**src/rtl/lbist_pkg.sv**
```systemverilog
// lbist_pkg: shared FSM state type, LFSR tap masks and phase-shifter offsets for the LBIST pattern generator
package lbist_pkg;

    typedef enum logic [1:0] {
        S_IDLE = 2'd0,
        S_RUN  = 2'd1,
        S_DONE = 2'd2
    } state_t;

    // x^24+x^7+x^2+x+1 and x^23+x^5+1
    localparam logic [23:0] TAPS24 = 24'h000086;
    localparam logic [23:0] TAPS23 = 24'h000020;

    localparam int PS_OFF_A = 7;
    localparam int PS_OFF_B = 13;

    function automatic logic [23:0] tap_mask(input int n);
        return (n == 23) ? TAPS23 : TAPS24;
    endfunction

endpackage

```
**src/rtl/lbist_lfsr_core.sv**
```systemverilog
// lbist_lfsr_core: Galois LFSR register with zero-seed substitution so it can never lock up
module lbist_lfsr_core
    import lbist_pkg::*;
#(
    parameter int N    = 24,
    parameter int SEED = 100
) (
    input  logic         clk,
    input  logic         rst,
    input  logic         load,
    input  logic         step,
    input  logic [N-1:0] load_val,
    output logic [N-1:0] r
);

    localparam logic [23:0]  TAP_FULL = tap_mask(N);
    localparam logic [N-1:0] TAPS     = TAP_FULL[N-1:0];
    localparam logic [N-1:0] SEED_R   = N'(SEED);
    localparam logic [N-1:0] SEED_V   = (SEED_R == '0) ? N'(1) : SEED_R;

    if (N != 23 && N != 24) begin : g_bad_n
        $error("lbist_lfsr_core: N must be 23 or 24");
    end

    always_ff @(posedge clk)
        if (rst)
            r <= SEED_V;
        else if (load)
            r <= (load_val == '0) ? N'(1) : load_val;
        else if (step)
            r <= {r[N-2:0], r[N-1]} ^ (TAPS & {N{r[N-1]}});

endmodule

```
**src/rtl/lbist_prpg.sv**
```systemverilog
// lbist_prpg: LBIST pseudo-random pattern generator with valid/ready handoff and run control.
// Define LBIST_PRPG_PHASE_SHIFT_EN to XOR each pattern bit with two rotated LFSR taps.
module lbist_prpg
    import lbist_pkg::*;
#(
    parameter int N    = 24,
    parameter int SEED = 100
) (
    input  logic         clk,
    input  logic         rst,
    input  logic         seed_load,
    input  logic [N-1:0] seed_in,
    input  logic         start,
    input  logic         abort,
    input  logic [15:0]  n_patterns,
    output logic [N-1:0] pattern,
    output logic         pattern_valid,
    input  logic         pattern_ready,
    output logic         misr_en,
    output logic         busy,
    output logic         done,
    output logic [15:0]  pat_idx
);

    state_t       state;
    logic [15:0]  n_lat;
    logic [N-1:0] r;

    assign pattern_valid = (state == S_RUN);
    assign busy          = (state == S_RUN);
    assign done          = (state == S_DONE);
    assign misr_en       = pattern_valid & pattern_ready;

    lbist_lfsr_core #(.N(N), .SEED(SEED)) u_core (
        .clk      (clk),
        .rst      (rst),
        .load     ((state == S_IDLE) && seed_load),
        .step     (misr_en && !abort),
        .load_val (seed_in),
        .r        (r)
    );

`ifdef LBIST_PRPG_PHASE_SHIFT_EN
    for (genvar i = 0; i < N; i++) begin : g_ps
        assign pattern[i] = r[i] ^ r[(i + PS_OFF_A) % N] ^ r[(i + PS_OFF_B) % N];
    end
`else
    assign pattern = r;
`endif

    // pat_idx counts completed handshakes, so it ends a run at n_patterns
    always_ff @(posedge clk)
        if (rst) begin
            state   <= S_IDLE;
            pat_idx <= '0;
            n_lat   <= '0;
        end else begin
            unique case (state)
                S_IDLE:
                    if (start) begin
                        n_lat   <= n_patterns;
                        pat_idx <= '0;
                        state   <= (n_patterns != 16'd0) ? S_RUN : S_DONE;
                    end
                S_RUN:
                    if (abort)
                        state <= S_IDLE;
                    else if (pattern_ready) begin
                        pat_idx <= pat_idx + 16'd1;
                        if (pat_idx == n_lat - 16'd1)
                            state <= S_DONE;
                    end
                default:
                    state <= S_IDLE;
            endcase
        end

endmodule

```
**config.mk**
```make
export PLATFORM = sky130hd
export DESIGN_NAME = lbist_prpg
export DESIGN_NICKNAME = d
export VERILOG_FILES = /design/src/rtl/lbist_pkg.sv /design/src/rtl/lbist_lfsr_core.sv /design/src/rtl/lbist_prpg.sv
export SDC_FILE = /design/constraint.sdc
export NUM_CORES = 1
export LEC_CHECK = 0
export BUFFER_PORTS_ARGS = -buffer_cell sky130_fd_sc_hd__buf_2
export CAP_MARGIN = 25
export CORE_UTILIZATION = 47
export DETAILED_ROUTE_END_ITERATION = 10
export PLACE_DENSITY = 0.81
export SKIP_LAST_GASP = 1
export SYNTH_ARGS = -nofsm -noshare
export SYNTH_HDL_FRONTEND = slang
export SYNTH_SLANG_ARGS = --single-unit
```
**constraint.sdc**
```tcl
create_clock -name clk -period 2.22 [get_ports clk]
set_clock_uncertainty 0.2 [all_clocks]
set_input_delay 0.666 -clock clk [delete_from_list [all_inputs] [get_ports clk]]
set_output_delay 0.666 -clock clk [all_outputs]
set_load 0.01 [all_outputs]
```
# Word level (Yosys, flattened, before mapping)
# Index checks and enable logic that the tools add are counted.
[word_totals]
register_bits = 58
latch_bits = 0
ram_bits = 0
rom_bits = 0
inputBits = 46
out_inout_bits = 44
elab_cells = 40
mem_count = 0
[op_classes]
n_addsub = 2
mul = 0
div = 0
magnitude_cmp = 0
eq_ne = 8
n_shift = 0
muxes = 13
bitwise = 2
n_reduce_logical = 11
[op_table]
columns = ["operator", "n"]
rows = [
  ["$mux 24", 3],
  ["$mux 16", 3],
  ["$pmux 16 s2", 1],
  ["$logic_not 24->1", 1],
  ["$xor 24x8->24", 1],
  ["$add 16x1->16 const B", 1],
  ["$eq 16x16->1", 1],
  ["$reduce_bool 16->1", 1],
  ["$sub 16x1->16 const B", 1],
  ["$mux 2", 5],
  ["$ne 3x2->1 const B", 2],
  ["$ne 2x2->1 const B", 2],
  ["$pmux 2 s2", 1],
  ["$reduce_and 4->1", 1],
  ["$reduce_bool 2->1", 2],
  ["$reduce_and 3->1", 1],
  ["$eq 2x1->1 const B", 1],
  ["$eq 2x2->1 const B", 1],
  ["$logic_and 1x1->1", 2],
  ["$logic_not 2->1", 1],
  ["$ne 2x1->1 const B", 1],
  ["$reduce_and 2->1", 1],
  ["$and 1x1->1", 1],
  ["$logic_not 1->1", 1],
]

# Longest topological paths before layout
[depth]
ltp_word = 6
depth_mapped = 8
depth_no_buf = 8

# Modules after synthesis
# A second synthesis with hierarchy kept.
[hier_totals]
cells_unflattened = 399
area_unflattened_um2 = 3331.9
[modules_own_cells]
columns = ["module", "instances", "cells_per_inst", "area_each_um2"]
rows = [
  ["lbist_prpg", 1, 280, 2112.0],
  ["lbist_lfsr_core", 1, 119, 1219.9],
]

# Worst setup path after synthesis
# No wires, ideal clock.
[synth_path]
kind = "register to register"
start = "reg n_lat[7]"
end = "reg state[0]"
arrival_time_ns = 2.091
required_time_ns = 1.889
path_slack_ns = -0.202
path_stages_with_launch = 8
n_path_buf = 1
path_cell_list = "dfxtp_1 > buf_6 > or4_4 > or3_1 > a2111oi_2 > o22ai_1 > nor4_1 > nor3_1"
[synth_between]
elab_chain_cells = 4
[synth_rtl]
columns = ["element", "line", "text"]
rows = [
  ["start, declared", "lbist_prpg.sv:26", "logic [15:0] n_lat;"],
  ["start signal, assigned", "lbist_prpg.sv:61", "n_lat <= n_patterns;"],
  ["$sub 16x1->16", "lbist_prpg.sv:70", "if (pat_idx == n_lat - 16'd1)"],
  ["$eq 16x16->1", "lbist_prpg.sv:70", ""],
  ["$ne 3x2->1 (no source line)", "--", ""],
  ["$reduce_and 3->1 (no source line)", "--", ""],
  ["end signal, assigned", "lbist_prpg.sv:63", "state <= (n_patterns != 16'd0) ? S_RUN : S_DONE;"],
  ["end, declared", "lbist_prpg.sv:25", "state_t state;"],
]
# No other way between the ends.
# A chain may end at the register's enable or synchronous reset.

# Worst setup path in the final report
[layout_path]
start = "reg n_lat[10]"
end = "reg state[1]"
# Same word-level chain as after synthesis.

==> reports/summary.txt <==
Worst Path Required: 2.30 ns
insertion delay to the later sink of the worst-skew pair: 0.34 ns
max cap viols: 0
TritonCTS clock tree: built
hpwl dp: 6210 µm
setup_tns: -0.0946 ns
DRC Markers: 0
final setup fails: 2
die area: 6970 µm²
sequential cell area fraction in the yosys report: 37.2%
RSZ-0062 raised after global routing: true
Synth Flop Type: dfxtp_1
Non-Filler Instances: 575
post-route ant nets: 0
Nets: 541
vias in the first global route: 2960
Static Leak: 1.71 nW
peak supply drop: 0.516 mV
Post-synth EDFFs: 0
CORE AREA: 6390 µm²
Synth Cell Area: 3120 µm²
Setup CP Type: register to register
status: complete, but fails checks
fin crit period: 2.28 ns
FF-to-FF setup slack: -0.06 ns
worst slew pin tran: 0.488 ns
global route overflow: 0
cell count after synthesis: 384
# diodes: 0
I/O pin total: 90
Hold Worst Slack: 0.292 ns
Synth area leaders: dfxtp_1 37%, xnor2_1 7.9%, mux2i_1 7.1%
Critical Path AT: 2.37 ns
Power Density: 674 nW/µm²
Fin. Hold Viols: 0
FMAX: 0.438 GHz
Post-CTS Hold Buffers: 0
global-route wire length before repair: 14000 µm
Worst setup EP type: register
Yosys top cell by area: dfxtp_1
CTS Buf Count: 9
Hold WC Path Type: register to register
Syn-to-layout area delta: 32.8%
Reg clk slew, reported paths: 0.06 ns
register area: 1160 µm²
largest net degree at the start of global routing: 46
worst-path fanout max: 2
violated checks: negative setup slack
Max Slew Vio Count: 0
Starting Density: 48.9%
routed length per placed instance: 14.8 µm
Final GP Congestion: 0.936
fin crit share: 103%
initial antenna violation count: 0
Worst slew margin: 67.2%
Via density: 5.57
root buffer cell: clkbuf_8
drt first pass iters: 4
crit path launch type: register
Synth async-reset ratio: 0%
layout cells sized above 1: 30.9%
die extent in x: 83.5 µm
Longest Clk Path Bufs: 2
Placed Instances: 558
Site Rows: 29
Sink Count: 58
Post-Route WL: 8500 µm
syn nets: 432
die height: 83.5 µm
area of the multi-input gates: 1890 µm²
Final WS setup: -0.0632 ns
FILL cells: 563
flops & latches, synth: 58
Avg Cell Area, Syn: 8.13 µm²
pre-CTS setup slack: -0.181 ns
port bufs: 89
Yosys top cell area share: 37.2%
DR iter-0 viols: 213
gr usage total: 24.8%
Cell variety after synth: 46
Vias: 3203
synth warn: 0
H-tree levels: 3
==> routing by layer <==
| metal | up-vias | routed length, µm | GRT usage, % |
|---|---|---|---|
| met1 | 1505 | 3830 | 33.7 |
| li1 | 1573 | - | - |
| met3 | 17 | 498 | 3.56 |
| met2 | 108 | 3990 | 39.6 |
| met5 | - | 0 | 0 |
| met4 | 0 | 182 | 10.6 |
==> worst max-delay path, cell delays in order, from the launching register on <==
cell and delay, ns:
dfxtp_1 0.31, or4_4 0.55, or3_4 0.35, a2111oi_4 0.33, o22ai_2 0.15, o31ai_2 0.17, and3_1 0.16
==> kinds of logic after synthesis <==
family | after synthesis | synth area share (%)
AND/OR/NAND/NOR | 165 | 25.8
AO/OA/AOI/OAI | 67 | 14.1
buffers and inverters | 32 | 4.33
flip-flops | 58 | 37.2
multiplexers | 23 | 7.41
XOR/XNOR | 37 | 10.4
adder cells (fa/ha/maj) | 2 | 0.801
==> cell usage after synthesis (3+ instances only) <==
master,n
xnor2_1,28
nor2b_1,3
clkbuf_1,19
nor2_1,48
nor4_1,15
buf_2,3
a21oi_1,29
xor2_1,9
a211oi_1,20
nor3_1,11
mux2i_1,22
nand4_1,9
and3_1,4
o21ai_0,3
nand2_1,44
nand3_1,6
dfxtp_1,58
and2_1,5
inv_1,7
nand2b_1,7
==> layout make-up <==
type / count / share of cell area, %
well taps: 77 / 2.32
clock buffers: 10 / 3.32
inverters: 7 / 0.634
clock inverters: 6 / 1.93
repair buffers: 123 / 18.1
multi-input cells: 294 / 45.6
flip-flops and latches: 58 / 28.0
==> cell usage in the layout (no fill, tap or decap), types with 2 or more instances in the layout <==
cell type  instances
a211oi_1          20
a21oi_1           29
and2_1             5
and3_1             4
and4_1             2
buf_12             4
buf_2             89
buf_4             30
bufinv_16          2
clkbuf_8          10
clkinv_2           4
dfxtp_1           57
ha_1               2
inv_1              7
mux2i_1           22
nand2_1           44
nand2b_1           7
nand3_1            6
nand3b_1           2
nand4_1            9
nor2_1            48
nor2b_1            3
nor3_1            10
nor4_1            13
nor4_2             2
o211ai_1           2
o21ai_0            3
o21bai_1           2
o2bb2ai_1          2
or2_1              2
or4_4              2
xnor2_1           28
xor2_1             9
==> path summary, 6_finish.rpt <==
| check | from | cells after the start | endpoint |
|---|---|---|---|
| worst max-delay path | n_lat[10]$_SDFFE_PP0P_ | 6 | state[1]$_SDFFE_PP0P_ |
| worst min-delay path | n_lat[15]$_SDFFE_PP0P_ | 2 | n_lat[15]$_SDFFE_PP0P_ |
| worst max register to register | n_lat[10]$_SDFFE_PP0P_ | 6 | state[1]$_SDFFE_PP0P_ |
| worst min register to register | n_lat[15]$_SDFFE_PP0P_ | 2 | n_lat[15]$_SDFFE_PP0P_ |
==> power breakdown <==
part	switching, mW	internal [mW]	total [mW]
clock network	0.419	0.654	1.07
logic	0.297	0.260	0.557
registers	0.0610	1.10	1.16
total	0.776	2.02	2.79
==> state kept, by name, indices dropped and copies added, names as in the netlist <==
name / flops
u_core.r: 24
state: 2
pat_idx: 16
n_lat: 16
==> through the flow <==
step                utilization (%)  cell area (µm²)  power, mW
floorplan                         -             3130       1.49
global placement               60.4             3860       1.69
detailed placement             60.4             3860       1.70
CTS                            64.4             4110       2.78
global route                   64.9             4150       2.91
finish                         64.9             4150       2.79
==> repair_timing <==
item | 4_1_cts | 5_1_grt
setup endpoints to repair | 2 | 3
gates resized for setup | 4 | 7
buffers inserted | 1 | 0
(Power assumes the default switching activity.)
